**config.mk**
```make
export PLATFORM = sky130hd
export DESIGN_NAME = prbs_frame_scheduler_flat
export DESIGN_NICKNAME = d
export VERILOG_FILES = /design/src/rtl/prbs_frame_scheduler_pkg.sv /design/src/rtl/prbs_frame_scheduler_if.sv /design/src/rtl/prbs_frame_scheduler_phase_counter.sv /design/src/rtl/prbs_frame_scheduler.sv /design/src/flat_wrapper.sv
export SDC_FILE = /design/constraint.sdc
export NUM_CORES = 1
export LEC_CHECK = 0
export ABC_CLOCK_PERIOD_IN_PS = 3600
export CAP_MARGIN = 20
export CORE_ASPECT_RATIO = 0.75
export CORE_MARGIN = 2
export CORE_UTILIZATION = 53
export DETAILED_ROUTE_END_ITERATION = 12
export GPL_TIMING_DRIVEN = 0
export PLACE_DENSITY = 0.8
export SYNTH_ARGS = -nofsm -noshare
export SYNTH_HDL_FRONTEND = slang
export SYNTH_HIERARCHICAL = 1
export SYNTH_SLANG_ARGS = --single-unit
export TNS_END_PERCENT = 50
```
**constraint.sdc**
```tcl
create_clock -name clk -period 3.6 [get_ports clk]
set_clock_uncertainty 0.2 [all_clocks]
set_input_delay 0.72 -clock clk [delete_from_list [all_inputs] [get_ports clk]]
set_output_delay 0.72 -clock clk [all_outputs]
set_load 0.03 [all_outputs]
```
**src/rtl/prbs_frame_scheduler_pkg.sv**
```systemverilog
// PRBS frame scheduler shared types and constants.
// Header length and pattern follow data_gen's fixed header sequence.
package prbs_frame_pkg;

  typedef enum logic [2:0] {
    IDLE,
    ARM,
    HEAD,
    PAYLOAD,
    GAP
  } state_t;

  localparam int CNT_W = 16;
  localparam int HEAD_BITS = 10;
  localparam int DEF_GAP = 4;
  localparam logic [9:0] HEAD_PATTERN = 10'b1100110011;

endpackage

```
**src/rtl/prbs_frame_scheduler_if.sv**
```systemverilog
// Control and status bundle between register bank and scheduler.
// The register side is master; the scheduler is slave.
interface prbs_frame_scheduler_if #(
  parameter int CNT_W = 16
);
  logic             start;
  logic             stop;
  logic [CNT_W-1:0] frame_count;
  logic [CNT_W-1:0] payload_len;
  logic [CNT_W-1:0] gap_len;
  logic             gen_rst;
  logic             gen_send_enable;
  logic             frame_valid;
  logic             frame_sof;
  logic             frame_eof;
  logic             busy;
  logic             done;
  logic [CNT_W-1:0] frames_sent;

  modport master (
    output start, stop, frame_count, payload_len, gap_len,
    input  gen_rst, gen_send_enable, frame_valid, frame_sof,
    input  frame_eof, busy, done, frames_sent
  );

  modport slave (
    input  start, stop, frame_count, payload_len, gap_len,
    output gen_rst, gen_send_enable, frame_valid, frame_sof,
    output frame_eof, busy, done, frames_sent
  );
endinterface

```
**src/rtl/prbs_frame_scheduler_phase_counter.sv**
```systemverilog
// Loadable down-counter timing each scheduler phase.
// last marks the final cycle of the current phase.
module phase_counter #(
  parameter int W = 16
) (
  input  logic         clk,
  input  logic         rst,
  input  logic         load,
  input  logic [W-1:0] load_val,
  output logic [W-1:0] cnt,
  output logic         last
);

  // reload on phase entry, otherwise count down and hold at zero
  always_ff @(posedge clk) begin
    if (rst)
      cnt <= '0;
    else if (load)
      cnt <= load_val;
    else if (cnt != '0)
      cnt <= cnt - 1'b1;
  end

  assign last = (cnt == W'(1));

endmodule

```
**src/rtl/prbs_frame_scheduler.sv**
```systemverilog
// Sequences data_gen into bursts of header + PRBS payload + gap.
// All outputs are decoded from registered state and counters.
module prbs_frame_scheduler
  import prbs_frame_pkg::*;
#(
  parameter int CNT_W     = prbs_frame_pkg::CNT_W,
  parameter int HEAD_BITS = prbs_frame_pkg::HEAD_BITS,
  parameter int DEF_GAP   = prbs_frame_pkg::DEF_GAP
) (
  input logic clk,
  input logic rst,
  prbs_frame_scheduler_if.slave bus
);

  state_t           state;
  state_t           nxt;
  logic             load;
  logic [CNT_W-1:0] load_val;
  logic [CNT_W-1:0] cnt;
  logic             last;
  logic [CNT_W-1:0] fc_q;
  logic [CNT_W-1:0] pl_q;
  logic [CNT_W-1:0] gap_q;
  logic [CNT_W-1:0] sent;
  logic             stop_pend;
  logic             done_q;
  logic             eof;
  logic             finished;

  phase_counter #(.W(CNT_W)) u_cnt (
    .clk      (clk),
    .rst      (rst),
    .load     (load),
    .load_val (load_val),
    .cnt      (cnt),
    .last     (last)
  );

  assign eof = (state == HEAD && last && pl_q == '0)
            || (state == PAYLOAD && last);

  assign finished = (fc_q != '0) && (sent == fc_q);

  // state register
  always_ff @(posedge clk) begin
    if (rst)
      state <= IDLE;
    else
      state <= nxt;
  end

  // next state and phase counter reload
  always_comb begin
    nxt      = state;
    load     = 1'b0;
    load_val = '0;
    unique case (state)
      IDLE: begin
        if (bus.start) begin
          nxt      = ARM;
          load     = 1'b1;
          load_val = CNT_W'(1);
        end
      end
      ARM: begin
        nxt      = HEAD;
        load     = 1'b1;
        load_val = CNT_W'(HEAD_BITS);
      end
      HEAD: begin
        if (last) begin
          load = 1'b1;
          if (pl_q == '0) begin
            nxt      = GAP;
            load_val = gap_q;
          end else begin
            nxt      = PAYLOAD;
            load_val = pl_q;
          end
        end
      end
      PAYLOAD: begin
        if (last) begin
          nxt      = GAP;
          load     = 1'b1;
          load_val = gap_q;
        end
      end
      GAP: begin
        if (last) begin
          if (finished || stop_pend) begin
            nxt = IDLE;
          end else begin
            nxt      = ARM;
            load     = 1'b1;
            load_val = CNT_W'(1);
          end
        end
      end
      default: nxt = IDLE;
    endcase
  end

  // config latch, stop request, frame count and done pulse
  always_ff @(posedge clk) begin
    if (rst) begin
      fc_q      <= '0;
      pl_q      <= '0;
      gap_q     <= '0;
      sent      <= '0;
      stop_pend <= 1'b0;
      done_q    <= 1'b0;
    end else begin
      done_q <= (state == GAP) && (nxt == IDLE);
      if (state == IDLE) begin
        if (bus.start) begin
          fc_q      <= bus.frame_count;
          pl_q      <= bus.payload_len;
          gap_q     <= (bus.gap_len == '0) ? CNT_W'(DEF_GAP)
                                           : bus.gap_len;
          sent      <= '0;
          stop_pend <= 1'b0;
        end
      end else begin
        if (bus.stop)
          stop_pend <= 1'b1;
        if (eof && sent != '1)
          sent <= sent + 1'b1;
      end
    end
  end

  assign bus.gen_rst         = (state == IDLE) || (state == GAP);
  assign bus.gen_send_enable = (state == ARM);
  assign bus.frame_valid     = (state == HEAD) || (state == PAYLOAD);
  assign bus.frame_sof       = (state == HEAD)
                            && (cnt == CNT_W'(HEAD_BITS));
  assign bus.frame_eof       = eof;
  assign bus.busy            = (state != IDLE);
  assign bus.done            = done_q;
  assign bus.frames_sent     = sent;

endmodule

```
**src/flat_wrapper.sv**
```systemverilog
// flat-port wrapper written by rule: the top's interface ports become plain ports
module prbs_frame_scheduler_flat import prbs_frame_pkg::*;
#(
  parameter int CNT_W     = prbs_frame_pkg::CNT_W,
  parameter int HEAD_BITS = prbs_frame_pkg::HEAD_BITS,
  parameter int DEF_GAP   = prbs_frame_pkg::DEF_GAP
)
  (clk, rst, bus_start, bus_stop, bus_frame_count, bus_payload_len, bus_gap_len, bus_gen_rst, bus_gen_send_enable, bus_frame_valid, bus_frame_sof, bus_frame_eof, bus_busy, bus_done, bus_frames_sent);
  prbs_frame_scheduler_if #(.CNT_W(CNT_W)) bus_i ();
  input logic clk;
  input logic rst;
  input wire logic [$bits(bus_i.start)-1:0] bus_start;
  input wire logic [$bits(bus_i.stop)-1:0] bus_stop;
  input wire logic [$bits(bus_i.frame_count)-1:0] bus_frame_count;
  input wire logic [$bits(bus_i.payload_len)-1:0] bus_payload_len;
  input wire logic [$bits(bus_i.gap_len)-1:0] bus_gap_len;
  output wire logic [$bits(bus_i.gen_rst)-1:0] bus_gen_rst;
  output wire logic [$bits(bus_i.gen_send_enable)-1:0] bus_gen_send_enable;
  output wire logic [$bits(bus_i.frame_valid)-1:0] bus_frame_valid;
  output wire logic [$bits(bus_i.frame_sof)-1:0] bus_frame_sof;
  output wire logic [$bits(bus_i.frame_eof)-1:0] bus_frame_eof;
  output wire logic [$bits(bus_i.busy)-1:0] bus_busy;
  output wire logic [$bits(bus_i.done)-1:0] bus_done;
  output wire logic [$bits(bus_i.frames_sent)-1:0] bus_frames_sent;
  assign bus_i.start = bus_start;
  assign bus_i.stop = bus_stop;
  assign bus_i.frame_count = bus_frame_count;
  assign bus_i.payload_len = bus_payload_len;
  assign bus_i.gap_len = bus_gap_len;
  assign bus_gen_rst = bus_i.gen_rst;
  assign bus_gen_send_enable = bus_i.gen_send_enable;
  assign bus_frame_valid = bus_i.frame_valid;
  assign bus_frame_sof = bus_i.frame_sof;
  assign bus_frame_eof = bus_i.frame_eof;
  assign bus_busy = bus_i.busy;
  assign bus_done = bus_i.done;
  assign bus_frames_sent = bus_i.frames_sent;
  prbs_frame_scheduler #(.CNT_W(CNT_W), .HEAD_BITS(HEAD_BITS), .DEF_GAP(DEF_GAP)) u_core (.clk(clk), .rst(rst), .bus(bus_i));
endmodule
```
==> results by group, run 1 <==
Status
  • Status: complete, no violations

Logic synthesis
  • Yosys warns: 6
  • Ys async rst share: 0%
  • Sequential share of the synthesized area: 40.5%
  • Synth cell types: 65
  • Syn_nets: 559
  • EDFF count, synth: 0
  • Mean Syn Cell Area: 8.35 µm²
  • Most used flip-flop cell after synthesis: dfxtp_1
  • Cells after Synth: 504
  • FF+latch count, synth: 85
  • Netlist Area Pre-Place: 4210 µm²

Timing
  • Final period util: 98.1%
  • Final hold violation count: 0
  • Final min period: roughly 3.5 ns
  • Final Slew Violations: 0
  • Tightest Pin Transition: 0.776 ns
  • Rel. slew slack: a little under half
  • Achievable Freq: 283 MHz
  • Final number of setup-violating endpoints: 0
  • Final worst slack: approximately 0.070 ns

Cells and area
  • Area grow syn2layout: 28.3%
  • # fillers: 644
  • Final nets: 650
  • Fin util: 69.4%
  • Layout cells sized above 1: 9.33%
  • Commonest non-fill, non-tap cell in the layout: nand2_1
  • Diode count: 0
  • Most frequent cells in the layout: 90 x nand2_1, 85 x dfxtp_1, 73 x clkdlybuf4s50_1

Floorplanning
  • IO Count: 75
  • Site Rows: 28
  • DIE HEIGHT: 81.2 µm
  • Core Region: 7780 µm²
  • Initial Util: between 50 and 60%
  • Die area: 8670 µm²
  • Die Wd: 107 µm

Critical path
  • Crit Path Class: reg2out
  • Slowest Stage Delay on Critical Path: 0.44 ns
  • Crit-path max FO: 10
  • WP data required: 2.68 ns
  • Crit end category: output pin
  • Crit start category: register
  • Worst path slowest cell: nor4_4
  • Data arrival, critical path: 2.61 ns
  • Crit-path cells: nor4_4 -> nand2_1 -> nor2_2 -> nand3b_1 -> nor2_4 -> clkbuf_4 -> clkdlybuf4s15_2

GRT
  • Initial antenna violation count: 0
  • Total track usage: around 29%
  • Largest net degree at the start of global routing: 16
  • Most Crowded Layer GR: met2
  • Vias in the first global route: 3,947
  • First-pass GRT wire length: 19,400 µm
  • Met1 layer usage reported by global route: 39.1%
  • Met2 usage: 45.8%
  • Met3 usage: under 10%
  • GRT overflow: 0

Power
  • PD cells: 569 nW/µm²
  • Max VDD drop: ~0.36 mV
  • Pleak: 0.00207 µW

Hold path
  • Hold crit path type: reg2reg

CTS
  • Max Buffers Root-to-Sink: 2
  • Later-pin clock latency in the skew report: 0.37 ns
  • Htree depth: 3
  • TritonCTS clock tree: yes
  • # hold bufs at CTS: 0
  • Clock Sinks: 85
  • Clk slew on worst S/H paths: approximately 0.090 ns
  • Root Driver: clkbuf_8
  • CTS buffer count: 9

Route
  • Wire per inst: 17.2 µm
  • DR vias: 4,267
  • # DRC: 0
  • Routed WL: 12,100 µm
  • Via-per-instance ratio: 6.05
  • Antenna viol nets, final: 0
  • DR pass1 iterations: 5
  • Initial DRC Count: about 500

Flow run
  • Max Cap Viol: 0

Placed design
  • DP Worst Slack: -0.778 ns
  • Placer Congestion: about 0.94
  • PortBufs: 74
  • Hpwl dp: 8880 µm
-- registers in the layout (all words and copies together) (netlist names) --
name                    cells
u_core/u_cnt/cnt           16
u_core/pl_q                16
u_core/gap_q               16
u_core/stop_pend            1
u_core/fc_q                16
u_core/state                3
u_core/bus.frames_sent     16
u_core/bus.done             1
-- critical path: cells and delay by family, from the launching register on --
family                 cells  cell delay [ns]
buffers and inverters      2             0.59
AND/OR/NAND/NOR            5             1.28
flip-flops                 1             0.36
-- cells in the mapped netlist (5+ instances only) --
cell,count,area (µm²)
a21oi_1,46,230
o21ai_0,14,70.1
or3_1,5,31.3
dfxtp_1,85,1700
inv_1,12,45.0
nor3_1,13,65.1
nor2_1,32,120
nand4_1,8,50.1
a22o_1,26,228
clkbuf_1,12,45.0
nand2_1,90,338
o21ai_1,7,35.0
xor2_1,19,166
xnor2_1,5,43.8
nor4_1,24,150
nand3_1,16,80.1
-- final timing paths --
check	start	to	slack, ns	cells after the start
setup / recovery	u_core/u_cnt/cnt[15]	bus_frame_eof	0.07	7
hold / removal	u_core/gap_q[11]	u_core/gap_q[11]	0.27	2
setup reg to reg	u_core/u_cnt/cnt[15]	u_core/u_cnt/cnt[13]	0.31	12
hold reg to reg	u_core/gap_q[11]	u_core/gap_q[11]	0.27	2
-- repair_timing --
item	CTS	global route
setup buffers	3	3
pin swaps	3	2
resized for setup	9	5
setup endpoints to repair	6	5
-- per-stage QoR --
step                hold WS, ns  cell area, µm²  total power, µW  TNS (ns)  cells
floorplan                 0.232            4210             1890         0    504
global placement          0.245            5080             2150    -0.834    683
detailed placement        0.255            5080             2180     -1.31    683
CTS                       0.274            5360             3000         0    702
global route              0.300            5400             3240    -0.125    705
finish                    0.269            5400             3070         0    705
-- logic make-up after synthesis --
family          Yosys count  synth area share (%)
simple gates            222                  27.3
fa+ha+maj                 3                 0.892
xor+xnor                 24                  5.00
mux                       2                 0.476
flops                    85                  40.5
buf+inv                  37                  4.52
compound gates          131                  21.3
-- routing by layer --
layer	share of wire (%)	up-vias
met4	1.2	0
met3	7.5	19
met1	46	2022
met2	45	198
met5	0	-
li1	-	2028
-- area by class of cell --
type	count	area, µm²	area share (%)
Multi-Input combinational cell	382	2360	43.8
Sequential cell	85	1700	31.5
Timing Repair Buffer	80	787	14.6
Buffer	25	149	2.76
Tap cell	105	131	2.43
Clock buffer	10	128	2.36
Clock inverter	6	95.1	1.76
Inverter	12	45.0	0.834
-- power by group --
group          total [µW]  internal [µW]  leakage, µW  switching [µW]
clock                 770            398     0.000105             372
sequential           1220           1060     0.000695             160
combinational        1090            481      0.00127             605
Note: power is estimated with default switching activity, not from simulation.
==> inputs of run 2 (changes only) <==
Settings changed: REMOVE_ABC_BUFFERS set to 1.
==> results by group, run 2 (same netlist as run 1, synthesis figures left out) <==
Status
  • Status: complete, no violations

Timing
  • Rel. slew slack: 27.7% (-20 points)
  • Final min period: 3.38 ns (-0.153 ns)
  • Tightest Pin Transition: 1.08 ns (+0.304 ns)
  • RSZ-0062 raised after global routing: no
  • Final period util: 93.8% (-4.3 points)
  • Final worst slack: 0.223 ns (+0.153 ns)
  • Final Slew Violations: 0 (unchanged)
  • Achievable Freq: 296 MHz (+4.5%)
  • Final setup TNS: 0 ns (unchanged)
  • Final hold violation count: 0 (unchanged)
  • Final number of setup-violating endpoints: 0 (unchanged)

Cells and area
  • Diode count: 0 (unchanged)
  • Most frequent cells in the layout: 90 x nand2_1, 85 x dfxtp_1, 72 x clkdlybuf4s50_1
  • Final nets: 628 (-3.4%)
  • # fillers: 666 (+3.4%)
  • Flip-flop and latch area: 1700 µm² (unchanged)
  • Multi-input gate area: 2360 µm² (about the same)
  • Commonest non-fill, non-tap cell in the layout: nand2_1
  • Area grow syn2layout: 25.3%
  • Non-Filler Instances: 683 (-3.1%)
  • Layout cells sized above 1: 8.48% (-0.86 points)
  • Post-route cell area: 5270 µm² (-2.4%)

GRT
  • First-pass GRT wire length: 18,000 µm (-7.2%)
  • Total track usage: 26.6% (-2.2 points)
  • Largest net degree at the start of global routing: 33 (+17)
  • GRT overflow: 0 (unchanged)
  • Initial antenna violation count: 0 (unchanged)
  • Vias in the first global route: 3,610 (-8.5%)

Route
  • Routed WL: 11,500 µm (-5.6%)
  • DR pass1 iterations: 5 (unchanged)
  • # DRC: 0 (unchanged)
  • Initial DRC Count: 426 (-15%)
  • DR vias: 4,069 (-4.6%)
  • Antenna viol nets, final: 0 (unchanged)
  • Via-per-instance ratio: 5.96 (-1.6%)
  • Wire per inst: 16.8 µm (-2.5%)

Power
  • Max VDD drop: 0.327 mV (-10%)
  • Pwr Total: 2940 µW (-4.2%)
  • PD cells: 558 nW/µm² (-1.9%)
  • Pleak: 0.00203 µW (-2.1%)

CTS
  • TritonCTS clock tree: yes
  • # hold bufs at CTS: 0 (unchanged)
  • Later-pin clock latency in the skew report: 0.37 ns (about the same)
  • Htree depth: 3 (unchanged)
  • Clock Sinks: 85 (unchanged)
  • Max Buffers Root-to-Sink: 2 (unchanged)
  • CTS buffer count: 9 (unchanged)
  • Clk slew on worst S/H paths: 0.09 ns (about the same)
  • Root Driver: clkbuf_8

Critical path
  • Crit Path Class: reg2out
  • Data arrival, critical path: 2.46 ns (-0.15 ns)
  • Crit start category: register
  • WP data required: 2.68 ns (about the same)
  • Cells on worst reg2reg path: 9 (-3)
  • Crit-path max FO: 7 (-3)
  • Crit end category: output pin

Floorplanning
  • Site Rows: 28 (unchanged)
  • Core Region: 7780 µm² (unchanged)
  • Initial Util: 54.1% (unchanged)
  • IO Count: 75 (unchanged)
  • Die Wd: 107 µm (unchanged)
  • DIE HEIGHT: 81.2 µm (unchanged)
  • Die area: 8670 µm² (unchanged)

Placed design
  • Hpwl dp: 8310 µm (-6.4%)
  • Placer Congestion: 0.932 (-1.3%)
  • DP Worst Slack: -0.878 ns (-0.101 ns)
  • Placed cells: 664 (-2.8%)
  • Dpl cell area: 5010 µm² (-1.3%)
  • PortBufs: 74 (unchanged)

Flow run
  • Max Cap Viol: 0 (unchanged)

Hold path
  • Hold crit path type: reg2reg
  • Hold depth: 2 (unchanged)
[run 2: repair_timing]
item,CTS,global route
endpoints found under the hold margin,0,0
endpoints found under the setup margin,16,13
pin swaps,3,0
gates resized for setup,6,4
setup buffers,3,0
[run 2: layout make-up]
| type | instances | share of cell area (%) |
|---|---|---|
| multi-input combinational | 382 | 44.8 |
| sequential | 85 | 32.3 |
| timing repair buffer | 83 | 15.8 |
| tap | 105 | 2.49 |
| clock buffer | 10 | 2.42 |
| clock inverter | 6 | 1.33 |
| inverter | 12 | 0.854 |
[run 2: worst paths after layout]
check	slack (ns)	from	endpoint
max	0.22	u_core/u_cnt/cnt[12]	bus_frame_eof
min	0.26	u_core/gap_q[1]	u_core/gap_q[1]
max reg2reg	0.48	u_core/u_cnt/cnt[12]	u_core/u_cnt/cnt[11]
min reg2reg	0.26	u_core/gap_q[1]	u_core/gap_q[1]
[run 2: worst max-delay path: stages, from the launching register on]
cell           delay (ns)
dfxtp_1              0.39
nor4_4               0.41
nand2_1              0.17
nor2_2               0.25
nand3b_1             0.26
nor2_4               0.19
dlygate4sd2_1        0.42
[run 2: metrics by stage]
stage | util, % | hold WS, ns
floorplan | - | 0.230
finish | 67.8 | 0.264
global route | 67.8 | 0.284
global placement | 63.4 | 0.246
detailed placement | 64.4 | 0.251
CTS | 67.7 | 0.263
[run 2: per-layer routing]
| metal | GRT usage, % | part of all wire [%] | up-vias |
|---|---|---|---|
| met4 | 6.36 | 1.6 | 0 |
| met2 | 39.7 | 44 | 174 |
| met3 | 7.87 | 8.4 | 17 |
| li1 | - | - | 1982 |
| met5 | 0 | 0 | - |
| met1 | 37.8 | 46 | 1896 |
[run 2: power breakdown]
part / leakage [µW] / total, µW / switching [µW] / internal (µW)
Clock: 0.000101 / 687 / 360 / 327
Sequential: 0.000695 / 1220 / 160 / 1060
Combinational: 0.00123 / 1040 / 579 / 460
Total: 0.00203 / 2940 / 1100 / 1840
==> inputs of run 3 (changes only) <==
Settings changed: CORE_ASPECT_RATIO 0.75 to 0.8, SYNTH_HIERARCHICAL 1 to unset.
==> results by group, run 3 <==
Status
  • Status: complete, no violations

GRT
  • Vias in the first global route: 3,648 (+1.1%)
  • Total track usage: 26.5% (-0.035 points)
  • GRT overflow: 0 (unchanged)
  • Largest net degree at the start of global routing: 43 (+30%)
  • First-pass GRT wire length: 18,600 µm (+3.2%)
  • Initial antenna violation count: 0 (unchanged)

Cells and area
  • Area grow syn2layout: 26.1%
  • # fillers: 642 (-3.6%)
  • Layout cells sized above 1: 8.84% (+0.37 points)
  • Multi-input gate area: 2410 µm² (+2.2%)
  • Flip-flop and latch area: 1700 µm² (unchanged)
  • Final nets: 641 (+2.1%)
  • Fin util: 68.3% (+0.50 points)
  • Commonest non-fill, non-tap cell in the layout: nand2_1
  • Non-Filler Instances: 696 (+1.9%)
  • Diode count: 0 (unchanged)
  • Most frequent cells in the layout: 98 x nand2_1, 85 x dfxtp_1, 72 x clkdlybuf4s50_1

Logic synthesis
  • Sequential share of the synthesized area: 40.1% (-0.37 points)
  • Mean Syn Cell Area: 8.15 µm² (-2.4%)
  • Count leader, synth: nand2_1
  • Synth cell types: 50 (-23%)
  • Largest cells by area after synthesis: dfxtp_1 40%, nand2_1 8.7%, a21oi_1 8.3%
  • Ys async rst share: 0% (unchanged)
  • Cells after Synth: 521 (+3.4%)
  • Synth top cells by count: 98 x nand2_1, 85 x dfxtp_1, 70 x a21oi_1, 27 x clkbuf_1, 24 x nand3_1
  • FF+latch count, synth: 85 (unchanged)
  • Share of the synthesized area in the top cell type: 40.1% (-0.37 points)
  • Largest area contributor in the netlist: dfxtp_1
  • Most used flip-flop cell after synthesis: dfxtp_1
  • Netlist Area Pre-Place: 4250 µm² (+0.92%)
  • Yosys warns: 0 (-6)
  • EDFF count, synth: 0 (unchanged)

Timing
  • Final hold violation count: 0 (unchanged)
  • Tightest Pin Transition: 1.06 ns (-0.0241 ns)
  • Final min period: 3.41 ns (+0.0343 ns)
  • Achievable Freq: 293 MHz (-1.0%)
  • RSZ-0062 raised after global routing: no
  • Final number of setup-violating endpoints: 0 (unchanged)
  • Rel. slew slack: 29.3% (+1.6 points)
  • Final Slew Violations: 0 (unchanged)
  • Final period util: 94.8% (+0.95 points)

Power
  • Max VDD drop: 0.303 mV (-7.4%)
  • PD cells: 653 nW/µm² (+17%)
  • Pleak: 0.00201 µW (-1.1%)

Critical path
  • Crit start category: register
  • Crit end category: output pin
  • Slowest Stage Delay on Critical Path: 0.68 ns (+0.26 ns)
  • Crit-path cells: or4_1 -> nor3_1 -> and4_1 -> clkdlybuf4s50_1
  • Buf/Inv on CP: 1 (unchanged)
  • Crit-path max FO: 6 (-1)
  • WP data required: 2.68 ns (about the same)
  • Data arrival, critical path: 2.49 ns (+0.03 ns)
  • Critical path's top delay family: simple AND/OR/NAND/NOR gates
  • Crit Path Class: reg2out
  • Worst path slowest cell: clkdlybuf4s50_1

Route
  • Antenna viol nets, final: 0 (unchanged)
  • # DRC: 0 (unchanged)
  • Via-per-instance ratio: 5.86 (-1.6%)
  • DR vias: 4,082 (+0.32%)
  • Routed WL: 11,700 µm (+1.9%)
  • DR pass1 iterations: 5 (unchanged)
  • Wire per inst: 16.8 µm (about the same)
  • Initial DRC Count: 241 (-43%)

Placed design
  • Hpwl dp: 8450 µm (+1.7%)
  • Placed cells: 680 (+2.4%)
  • Placer Congestion: 0.907 (-2.6%)
  • PortBufs: 74 (unchanged)

CTS
  • Max Buffers Root-to-Sink: 2 (unchanged)
  • # hold bufs at CTS: 0 (unchanged)
  • Clock Sinks: 85 (unchanged)
  • Root Driver: clkbuf_8
  • Later-pin clock latency in the skew report: 0.35 ns (-0.02 ns)
  • TritonCTS clock tree: yes
  • Htree depth: 3 (unchanged)
  • CTS buffer count: 9 (unchanged)
  • Setup bufs post-CTS: 0 (-3)
  • Clk slew on worst S/H paths: 0.09 ns (about the same)

Floorplanning
  • DIE HEIGHT: 84.1 µm (+3.6%)
  • IO Count: 75 (unchanged)
  • Die area: 8750 µm² (+0.84%)
  • Die Wd: 104 µm (-2.6%)
  • Initial Util: 54.2% (+0.080 points)
  • Core Region: 7840 µm² (+0.77%)
  • Site Rows: 29 (+3.6%)

Flow run
  • Max Cap Viol: 0 (unchanged)

Hold path
  • Hold crit path type: reg2reg
run 3: changes by cell type in the layout (fill, tap and decap cells not counted), sizes merged, moves of 5 or more:
cell   before  now
nor2       32   19
nand3      16   24
o21ai      21   13
nor3b       2    7
nand2      91   98
xnor2       5   10
a21oi      46   70
a22o       29   10
mux2        0   15
nand4      11    6
run 3: final timing paths:
path	from	to	slack, ns	cells past startpoint
max	u_core.u_cnt.cnt[4]	bus_frame_sof	0.19	4
min	u_core.gap_q[11]	u_core.gap_q[11]	0.26	2
max reg2reg	u_core.u_cnt.cnt[0]	u_core.u_cnt.cnt[14]	0.43	7
min reg2reg	u_core.gap_q[11]	u_core.gap_q[11]	0.26	2
run 3: metal layers:
metal,vias up,wire length [µm],GRT usage [%]
met2,165,5050,39.1
met5,-,0,0
li1,1990,-,-
met4,0,195,8.72
met3,14,832,6.87
met1,1913,5590,37.8
run 3: what timing repair did:
item,4_1_cts,5_1_grt
hold endpoints to repair,0,0
setup endpoints to repair,1,1
resized for setup,3,4
pin swaps,0,0
run 3: per-stage QoR:
| step | area, µm² | total power [µW] | hold WS [ns] | TNS, ns | worst slack [ns] |
|---|---|---|---|---|---|
| 6_report | 5350 | 3500 | 0.256 | 0 | 0.189 |
| 5_1_grt | 5350 | 3690 | 0.278 | 0 | 0.0739 |
| 4_1_cts | 5340 | 3470 | 0.259 | 0 | 0.0383 |
| 3_5_place_dp | 5080 | 2640 | 0.245 | -0.123 | -0.0845 |
| 3_3_place_gp | 4980 | 2590 | 0.240 | -284.13 | -5.91 |
| 2_1_floorplan | 4110 | 2250 | 0.228 | -94.12 | -2.49 |
run 3: final cells by class:
cell class                 count  area share, %
clock inverter                 6           2.22
clock buffer                   9           2.31
inverter                       8          0.561
sequential                    85           31.8
timing repair buffer          83           15.5
tap                          108           2.53
multi-input combinational    397           45.1
run 3: cell families after synthesis:
group | after synthesis | share of synthesized area [%]
XOR/XNOR | 29 | 5.98
adder cells (fa/ha/maj) | 5 | 1.47
buffers and inverters | 39 | 3.98
flip-flops | 85 | 40.1
AND/OR/NAND/NOR | 232 | 28.4
AO/OA/AOI/OAI | 113 | 15.4
multiplexers | 18 | 4.69
run 3: where the power goes:
group | switching (µW) | total [µW] | internal (µW)
combinational | 773 | 1420 | 647
clock | 358 | 825 | 467
sequential | 181 | 1250 | 1070
total | 1310 | 3500 | 2180
run 3: worst reg2reg max path, delay by kind of cell (launching register included):
kind,cells,cell delay (ns)
adders and majority gates,1,0.23
and+or+nand+nor,4,1.54
AOI/OAI and AO/OA,2,0.61
DFF,1,0.51
